`config.mk`:
```
export PLATFORM = sky130hd
export DESIGN_NAME = patch_ctrl_seq
export DESIGN_NICKNAME = d
export VERILOG_FILES = /design/src/rtl/patch_pkg.sv /design/src/rtl/patch_match.sv /design/src/rtl/patch_ctrl_seq.sv
export SDC_FILE = /design/constraint.sdc
export NUM_CORES = 1
export LEC_CHECK = 0
export BUFFER_PORTS_ARGS = -buffer_cell sky130_fd_sc_hd__buf_2
export CORE_UTILIZATION = 56
export DETAILED_ROUTE_END_ITERATION = 6
export PLACE_DENSITY_LB_ADDON = 0.12
export RECOVER_POWER = 25
export SLEW_MARGIN = 20
export SYNTH_ARGS = -nofsm -noshare
export SYNTH_HDL_FRONTEND = slang
export SYNTH_HIERARCHICAL = 1
export SYNTH_SLANG_ARGS = --single-unit
```
`constraint.sdc`:
```
create_clock -name clk -period 3.45 [get_ports clk]
set_input_delay 0.345 -clock clk [delete_from_list [all_inputs] [get_ports clk]]
set_output_delay 0.345 -clock clk [all_outputs]
set_load 0.05 [all_outputs]
```
`src/rtl/patch_pkg.sv`:
```
// patch_pkg: shared types and cfg_data layout for the patch sequencer.
// Holds the FSM state enum, field offsets/widths and the hit ceiling.
package patch_pkg;

  typedef enum logic [1:0] {
    IDLE   = 2'd0,
    CFG    = 2'd1,
    ARMED  = 2'd2,
    ACTIVE = 2'd3
  } state_t;

  localparam int HIT_MAX = 255;

  localparam int DEF_OBS_W = 8;
  localparam int DEF_CTL_W = 4;
  localparam int DEF_DUR_W = 8;

  // cfg_data, LSB first:
  // obs_value, obs_mask, ctl_value, ctl_mask, duration, rearm
  function automatic int ofs_obs_mask(int ow);
    return ow;
  endfunction

  function automatic int ofs_ctl_value(int ow);
    return 2 * ow;
  endfunction

  function automatic int ofs_ctl_mask(int ow, int cw);
    return 2 * ow + cw;
  endfunction

  function automatic int ofs_dur(int ow, int cw);
    return 2 * ow + 2 * cw;
  endfunction

  function automatic int ofs_rearm(int ow, int cw, int dw);
    return 2 * ow + 2 * cw + dw;
  endfunction

  function automatic int cfg_w(int ow, int cw, int dw);
    return 2 * ow + 2 * cw + dw + 1;
  endfunction

  localparam int DEF_CFG_W =
    cfg_w(DEF_OBS_W, DEF_CTL_W, DEF_DUR_W);
  localparam int DEF_OFS_OBS_MASK = DEF_OBS_W;
  localparam int DEF_OFS_CTL_VALUE = 2 * DEF_OBS_W;
  localparam int DEF_OFS_CTL_MASK =
    2 * DEF_OBS_W + DEF_CTL_W;
  localparam int DEF_OFS_DUR =
    2 * DEF_OBS_W + 2 * DEF_CTL_W;
  localparam int DEF_OFS_REARM =
    2 * DEF_OBS_W + 2 * DEF_CTL_W + DEF_DUR_W;

endpackage

```
`src/rtl/patch_match.sv`:
```
// patch_match: masked equality comparator, purely combinational.
// Ports: obs, value, mask in; match out.
module patch_match #(
  parameter int OBS_W = 8
) (
  input  logic [OBS_W-1:0] obs,
  input  logic [OBS_W-1:0] value,
  input  logic [OBS_W-1:0] mask,
  output logic             match
);

  assign match = (obs & mask) == (value & mask);

endmodule

```
`src/rtl/patch_ctrl_seq.sv`:
```
// patch_ctrl_seq: match-triggered override of controlled signals.
// Ports: cfg handshake, arm/disarm, obs_in, ctl_in/out, status.
module patch_ctrl_seq #(
  parameter int OBS_W = 8,
  parameter int CTL_W = 4,
  parameter int DUR_W = 8
) (
  input  logic                             clk,
  input  logic                             rst_n,
  input  logic                             cfg_valid,
  output logic                             cfg_ready,
  input  logic [2*OBS_W+2*CTL_W+DUR_W:0]   cfg_data,
  input  logic                             arm,
  input  logic                             disarm,
  input  logic [OBS_W-1:0]                 obs_in,
  input  logic [CTL_W-1:0]                 ctl_in,
  output logic [CTL_W-1:0]                 ctl_out,
  output logic                             trig,
  output logic                             active,
  output logic [1:0]                       state,
  output logic [7:0]                       hit_cnt
);

  import patch_pkg::*;

  localparam int CW = cfg_w(OBS_W, CTL_W, DUR_W);
  localparam int OM = ofs_obs_mask(OBS_W);
  localparam int CV = ofs_ctl_value(OBS_W);
  localparam int CM = ofs_ctl_mask(OBS_W, CTL_W);
  localparam int DU = ofs_dur(OBS_W, CTL_W);
  localparam int RA = ofs_rearm(OBS_W, CTL_W, DUR_W);

  state_t           st, st_nxt;
  logic [CW-1:0]    cfg_q;
  logic [DUR_W-1:0] cnt, cnt_nxt;
  logic             accept;
  logic             match;

  logic [OBS_W-1:0] obs_value;
  logic [OBS_W-1:0] obs_mask;
  logic [CTL_W-1:0] ctl_value;
  logic [CTL_W-1:0] ctl_mask;
  logic [DUR_W-1:0] duration;
  logic             rearm;

  assign obs_value = cfg_q[0 +: OBS_W];
  assign obs_mask  = cfg_q[OM +: OBS_W];
  assign ctl_value = cfg_q[CV +: CTL_W];
  assign ctl_mask  = cfg_q[CM +: CTL_W];
  assign duration  = cfg_q[DU +: DUR_W];
  assign rearm     = cfg_q[RA];

  patch_match #(
    .OBS_W (OBS_W)
  ) u_match (
    .obs   (obs_in),
    .value (obs_value),
    .mask  (obs_mask),
    .match (match)
  );

  assign cfg_ready = (st == IDLE) || (st == CFG);
  assign accept    = cfg_valid && cfg_ready;
  assign active    = (st == ACTIVE);
  assign state     = st;
  assign ctl_out   = active
    ? ((ctl_in & ~ctl_mask) | (ctl_value & ctl_mask))
    : ctl_in;

  always_comb begin
    st_nxt  = st;
    cnt_nxt = cnt;
    trig    = 1'b0;
    unique case (st)
      IDLE: begin
        if (accept) st_nxt = CFG;
      end
      CFG: begin
        // a fresh config wins over arm in the same cycle
        if (accept)   st_nxt = CFG;
        else if (arm) st_nxt = ARMED;
      end
      ARMED: begin
        if (disarm) begin
          st_nxt = CFG;
        end else if (match) begin
          trig    = 1'b1;
          st_nxt  = ACTIVE;
          cnt_nxt = duration;
        end
      end
      ACTIVE: begin
        // duration 0 loads cnt=0, which never reaches 1: hold
        if (disarm) begin
          st_nxt  = CFG;
          cnt_nxt = '0;
        end else if (cnt == DUR_W'(1)) begin
          st_nxt  = rearm ? ARMED : CFG;
          cnt_nxt = '0;
        end else if (cnt != '0) begin
          cnt_nxt = cnt - DUR_W'(1);
        end
      end
    endcase
  end

  always_ff @(posedge clk or negedge rst_n) begin
    if (!rst_n) begin
      st      <= IDLE;
      cnt     <= '0;
      cfg_q   <= '0;
      hit_cnt <= '0;
    end else begin
      st  <= st_nxt;
      cnt <= cnt_nxt;
      if (accept) begin
        cfg_q   <= cfg_data;
        hit_cnt <= '0;
      end else if (trig && hit_cnt != 8'(HIT_MAX)) begin
        hit_cnt <= hit_cnt + 8'd1;
      end
    end
  end

endmodule

```
==> impl_metrics.json, run 1 <==
{
  "synthAdderAreaFrac_pct": 1.96,
  "dp_slack_ns": 1.30,
  "power_density_nw_per_um2": 740,
  "rr_worst_depth": 6,
  "syn_area_per_cell_um2": 8.88,
  "cp.required_ns": 3.11,
  "grt-ovfl-total": 0,
  "cts_setup_buffers": 0,
  "root_buffer": "clkbuf_8",
  "routed_wl_um": 5430,
  "num_vias": 2222,
  "power.leakage_nw": 1.59,
  "cts_tree": "built",
  "slew_violations": 0,
  "grt_pass1_wl_um": 9460,
  "hold_viol": 0,
  "synth.most_common_cell": "nand2_1",
  "drt-wirelength-per-cell_um": 13.3,
  "nets": 408,
  "htreeDepth": 2,
  "ys_seq_area_share_pct": 49.9,
  "fin_tns_setup_ns": 0,
  "tightest_slew_ns": 1.08,
  "synthMuxAreaShare_pct": 3.72,
  "finClkSkew_ns": 0.00794,
  "cts_buffers": 5,
  "layout_setup_ws_ns": 1.18,
  "relSlewSlack_pct": 27.8,
  "die_area_um2": 4840,
  "synth_common_cells": "109 x nand2_1, 51 x dfrtp_1, 12 x inv_1, 11 x xor2_1",
  "peakVddDrop_mv": 0.419,
  "layout.cells.non_filler": 407,
  "synth_top_area_share_pct": 49.9,
  "port_buffers": 66,
  "ios": 67,
  "areaGrowthSynthToFinish_pct": 19.3,
  "synth.area.top_cells": "dfrtp_1 50%, nand2_1 16%, xor2_1 3.8%",
  "place_hpwl_um": 3950,
  "die_x_um": 69.6,
  "numClockSinks": 51,
  "post-route-period-util_pct": 65.9,
  "r2r_end": "cnt[1]$_DFFE_PN0P_",
  "crit_fanout": 9,
  "drc": 0,
  "max_freq_mhz": 440,
  "synth_area_leader_cell": "dfrtp_1",
  "finalSetupViolations": 0,
  "status": "finished, final reports clean",
  "crit_type": "reg2out",
  "cts_hold_buf": 0,
  "path_clk_slew_ns": 0.09,
  "ant_nets": 0,
  "dp_cells": 399,
  "rrSetupSlack_ns": 1.28,
  "die-height_um": 69.6,
  "initial_core_util_pct": 58.4,
  "synth_async_sr_flop_share_pct": 100,
  "synth_nets": 342,
  "synth_top_family_by_area": "simple AND/OR/NAND/NOR gates",
  "ys_warn_count": 6,
  "cap_violations": 0,
  "synth_edf_count": 0,
  "final_core_util_pct": 69.6,
  "diodes": 0,
  "track_usage_pct": 24.3,
  "rsz0062_at_grt": "no",
  "finalWeightedCongestion": 0.910,
  "post_cts_resized": 0,
  "synthCells": 288,
  "drive_above_1_share_pct": 24.8,
  "cp-start-kind": "register",
  "antenna_found_initial": 0,
  "min_path_type": "in2async",
  "ys_ff_latch": 51,
  "fp-row-count": 24,
  "clk_path_buf_depth": 2,
  "synth-xor-area-share_pct": 3.77,
  "first_pass_iters": 4,
  "ys.flop_type": "dfrtp_1",
  "grt_pass1_vias": 2206,
  "synth_simple_gate_area_share_pct": 25.5,
  "core_region_area_um2": 4380,
  "vias_per_cell": 5.46,
  "clk_latency_ns": 0.29,
  "min_period_ns": 2.27,
  "critPathArrivalTime_ns": 1.93,
  "drt_iter0_drc": 170,
  "endpoint_kind": "output port",
  "grt_max_degree": 42,
  "syn_area_um2": 2560,
  "synth.distinct_cells": 42,
  "rr_startpoint": "cnt[1]$_DFFE_PN0P_",
  "synth_compound_area_share_pct": 11.3,
  "holdWs_ns": 0.224
}
[cells by family after synthesis]
kind of cell / after synthesis
xor gates and xnor gates: 11
adders and majority gates: 4
DFF: 51
buffers and inverters: 24
AOI/OAI and AO/OA: 42
muxes: 9
and+or+nand+nor: 147
[routing by layer]
| layer | vias up | wire length, um | GRT usage [%] |
|---|---|---|---|
| li1 | 1100 | - | - |
| met1 | 1061 | 2440 | 32.4 |
| met2 | 55 | 2710 | 41.1 |
| met3 | 6 | 218 | 3.63 |
| met4 | 0 | 62 | 7.48 |
| met5 | - | 0 | 0 |
[layout by cell type, fill, tap and decap left out, types with 2 or more instances in the layout]
cell / instances
nand2_1: 109
mux2_2: 4
buf_2: 65
xor2_1: 11
or3_1: 4
and2_1: 4
o21ai_0: 5
clkbuf_8: 6
nor3_1: 3
a211oi_1: 8
nor2_1: 8
a21oi_1: 5
inv_1: 12
nand3_1: 3
nand4_1: 2
nor4_1: 2
ha_1: 4
dfrtp_1: 51
mux2i_1: 5
buf_4: 4
a311o_1: 2
nor2b_1: 2
a22oi_1: 6
o22ai_1: 6
o211ai_1: 3
[registers in the layout, indices dropped and copies added (netlist names)]
name	count
cfg_q	33
cnt	8
hit_cnt	8
state	2
[critical path, stage by stage, from the launching register on]
cell and delay [ns]:
dfrtp_1 0.49, nand2_1 0.31, inv_2 0.18, nand2_1 0.12
mux2_2 0.32, buf_2 0.21
[layout make-up]
type | count | area (um2)
clock buffer | 6 | 82.6
clock inverter | 2 | 35.0
fill | 369 | 1330
inverter | 13 | 48.8
multi-input combinational | 213 | 1180
sequential | 51 | 1280
tap | 52 | 65.1
timing repair buffer | 70 | 359
[report_power, final]
| part | internal [mW] | switching (mW) | total, mW |
|---|---|---|---|
| Combinational | 0.327 | 0.545 | 0.873 |
| Clock | 0.235 | 0.190 | 0.424 |
| Sequential | 0.805 | 0.156 | 0.961 |
| Total | 1.37 | 0.891 | 2.26 |
[stage by stage]
step | power (mW) | cell area, um2
5_1_grt | 2.42 | 3050
6_report | 2.26 | 3050
4_1_cts | 2.27 | 3050
3_5_place_dp | 1.84 | 2940
2_1_floorplan | 1.62 | 2560
3_3_place_gp | 1.82 | 2940
[how the worst max path moves through the flow]
stage / from / end / slack (ns) / cells after the start
CTS: state[0]$_DFFE_PN0P_ / ctl_out[0] / 1.18 / 5
detailed placement: obs_in[7] / hit_cnt[4]$_DFFE_PN0P_ / 1.30 / 8
finish: state[0]$_DFFE_PN0P_ / ctl_out[0] / 1.18 / 5
floorplan: state[0]$_DFFE_PN0P_ / ctl_out[0] / 1.26 / 5
global route: state[0]$_DFFE_PN0P_ / ctl_out[0] / 1.07 / 5
global placement: obs_in[7] / hit_cnt[4]$_DFFE_PN0P_ / 1.32 / 8
Power figures use the tool's default switching activity.
==> inputs of run 2 (changes only) <==
- CORE_UTILIZATION: 56 -> 52
- clock period: 3.45 -> 2.3 ns (I/O delays scaled with it)
==> impl_metrics.json, run 2 (synthesized netlist as in run 1, its figures left out) <==
{
  "place_hpwl_um": 4230,
  "layout_commonest_cell": "nand2_1",
  "rrSetupSlack_ns": 0.23,
  "clk_path_buf_depth": 2,
  "drive_above_1_share_pct": 26.2,
  "layout_common_cells": "108 x nand2_1, 65 x buf_2, 51 x dfrtp_1",
  "holdWs_ns": 0.114,
  "crit_fanout": 5,
  "cts_tree": "built",
  "path_cells": "xor2_1 -> a22oi_1 -> and4_1 -> and4bb_2 -> buf_2",
  "p_clk_share_pct": 18.5,
  "die_area_um2": 5200,
  "fp-row-count": 25,
  "hold-path-endpoint": "cfg_q[29]$_DFFE_PN0P_",
  "intPower_mw": 2.09,
  "finalSetupViolations": 0,
  "status": "finished, violations left",
  "drc": 0,
  "htreeDepth": 2,
  "root_buffer": "clkbuf_8",
  "diodes": 0,
  "rr_startpoint": "cfg_q[6]$_DFFE_PN0P_",
  "finClkSkew_ns": 0.00771,
  "rr_worst_depth": 7,
  "seqPwrFrac_pct": 41.7,
  "rsz0062_at_grt": "no",
  "die_x_um": 72.1,
  "max_freq_mhz": 469,
  "crit_type": "reg2out",
  "critPathArrivalTime_ns": 1.90,
  "largest_reg_flops": 33,
  "p_sw_mw": 1.36,
  "cp_slowest_stage_delay_ns": 0.40,
  "slew_violations": 30,
  "min_path_type": "in2reg",
  "first_pass_iters": 4,
  "max_flop_register": "cfg_q",
  "power.leakage_nw": 1.63,
  "clk_latency_ns": 0.30,
  "whs_path_depth": 3,
  "critPathSlowestCell": "dfrtp_1",
  "grt_pass1_wl_um": 9630,
  "r2r_end": "hit_cnt[4]$_DFFE_PN0P_",
  "power_density_nw_per_um2": 1100,
  "cts_buffers": 5,
  "finalWeightedCongestion": 0.825,
  "vias_per_cell": 5.20,
  "peakVddDrop_mv": 0.671,
  "nets": 415,
  "grt-ovfl-total": 0,
  "grt_max_degree": 31,
  "min_period_ns": 2.13,
  "largestRegisters": "cfg_q x33, cnt x8, hit_cnt x8",
  "relSlewSlack_pct": -2.18,
  "core_region_area_um2": 4720,
  "fin_tns_setup_ns": 0,
  "initial_core_util_pct": 54.2,
  "numClockSinks": 51,
  "combPwrFrac_pct": 39.8,
  "p_sw_share_pct": 39.4,
  "routed_wl_um": 5670,
  "port_buffers": 66,
  "hp-start": "cfg_data[29]",
  "ios": 67,
  "post-route-period-util_pct": 92.8,
  "cp-start-kind": "register",
  "ant_nets": 0,
  "cts_setup_buffers": 0,
  "cap_violations": 1,
  "die-height_um": 72.1,
  "areaGrowthSynthToFinish_pct": 22.6,
  "drt-wirelength-per-cell_um": 13.2,
  "tightest_slew_ns": 1.53,
  "track_usage_pct": 23.7,
  "endpoint_kind": "output port",
  "antenna_found_initial": 0,
  "drt_iter0_drc": 144,
  "num_vias": 2232,
  "violations": "capacitance limit, slew limit",
  "cp.required_ns": 2.07,
  "grt_pass1_vias": 2134,
  "path_clk_slew_ns": 0.09,
  "hold_viol": 0
}
[run 2: timing repair]
action	in CTS	in global routing
endpoints found under the hold margin	27	0
resized for setup	0	1
endpoints found under the setup margin	0	1
hold buffers	1	0
[run 2: power by group through the flow]
stage | registers (mW) | clock network (mW) | logic, mW
4_1_cts | 1.44 | 0.654 | 1.38
2_1_floorplan | 1.44 | 0 | 0.986
5_1_grt | 1.48 | 0.683 | 1.54
6_report | 1.44 | 0.640 | 1.37
3_3_place_gp | 1.44 | 0 | 1.33
3_5_place_dp | 1.45 | 0 | 1.37
[run 2: per-stage QoR]
stage,instance area [um2],setup WS [ns],utilization [%],total power [mW],std cells
floorplan,2560,0.193,-,2.43,288
global placement,3010,0.362,63.8,2.77,420
detailed placement,3010,0.278,63.8,2.83,420
CTS,3140,0.128,66.5,3.47,429
global route,3140,0.0740,66.4,3.71,429
finish,3140,0.166,66.4,3.46,429
[run 2: area by class of cell]
class                           instances  area [um2]
Multi-Input combinational cell        213        1190
Clock inverter                          2        35.0
Fill cell                             411        1590
Inverter                               13        48.8
Sequential cell                        51        1280
Timing Repair Buffer                   77         424
Tap cell                               67        83.8
Clock buffer                            6        82.6
[run 2: worst max path at each step]
stage | start | endpoint
floorplan | cfg_q[6]$_DFFE_PN0P_ | hit_cnt[4]$_DFFE_PN0P_
global placement | cfg_q[2]$_DFFE_PN0P_ | hit_cnt[4]$_DFFE_PN0P_
detailed placement | cfg_q[6]$_DFFE_PN0P_ | hit_cnt[4]$_DFFE_PN0P_
CTS | state[0]$_DFFE_PN0P_ | ctl_out[2]
global route | cfg_q[6]$_DFFE_PN0P_ | trig
finish | cfg_q[6]$_DFFE_PN0P_ | trig
[run 2: layer usage]
layer,global-route usage (%),up-vias,share of wire [%]
li1,-,1114,-
met1,30.3,1063,46
met2,41.5,51,50
met3,4.31,4,3.8
met4,5.88,0,0.78
met5,0,-,0
[run 2: critical path, delay by kind of cell (launching register included)]
family                    cells  cell delay [ns]
AOI/OAI and AO/OA             1             0.21
xor gates and xnor gates      1             0.15
buffers and inverters         1             0.29
DFF                           1             0.40
and+or+nand+nor               2             0.57
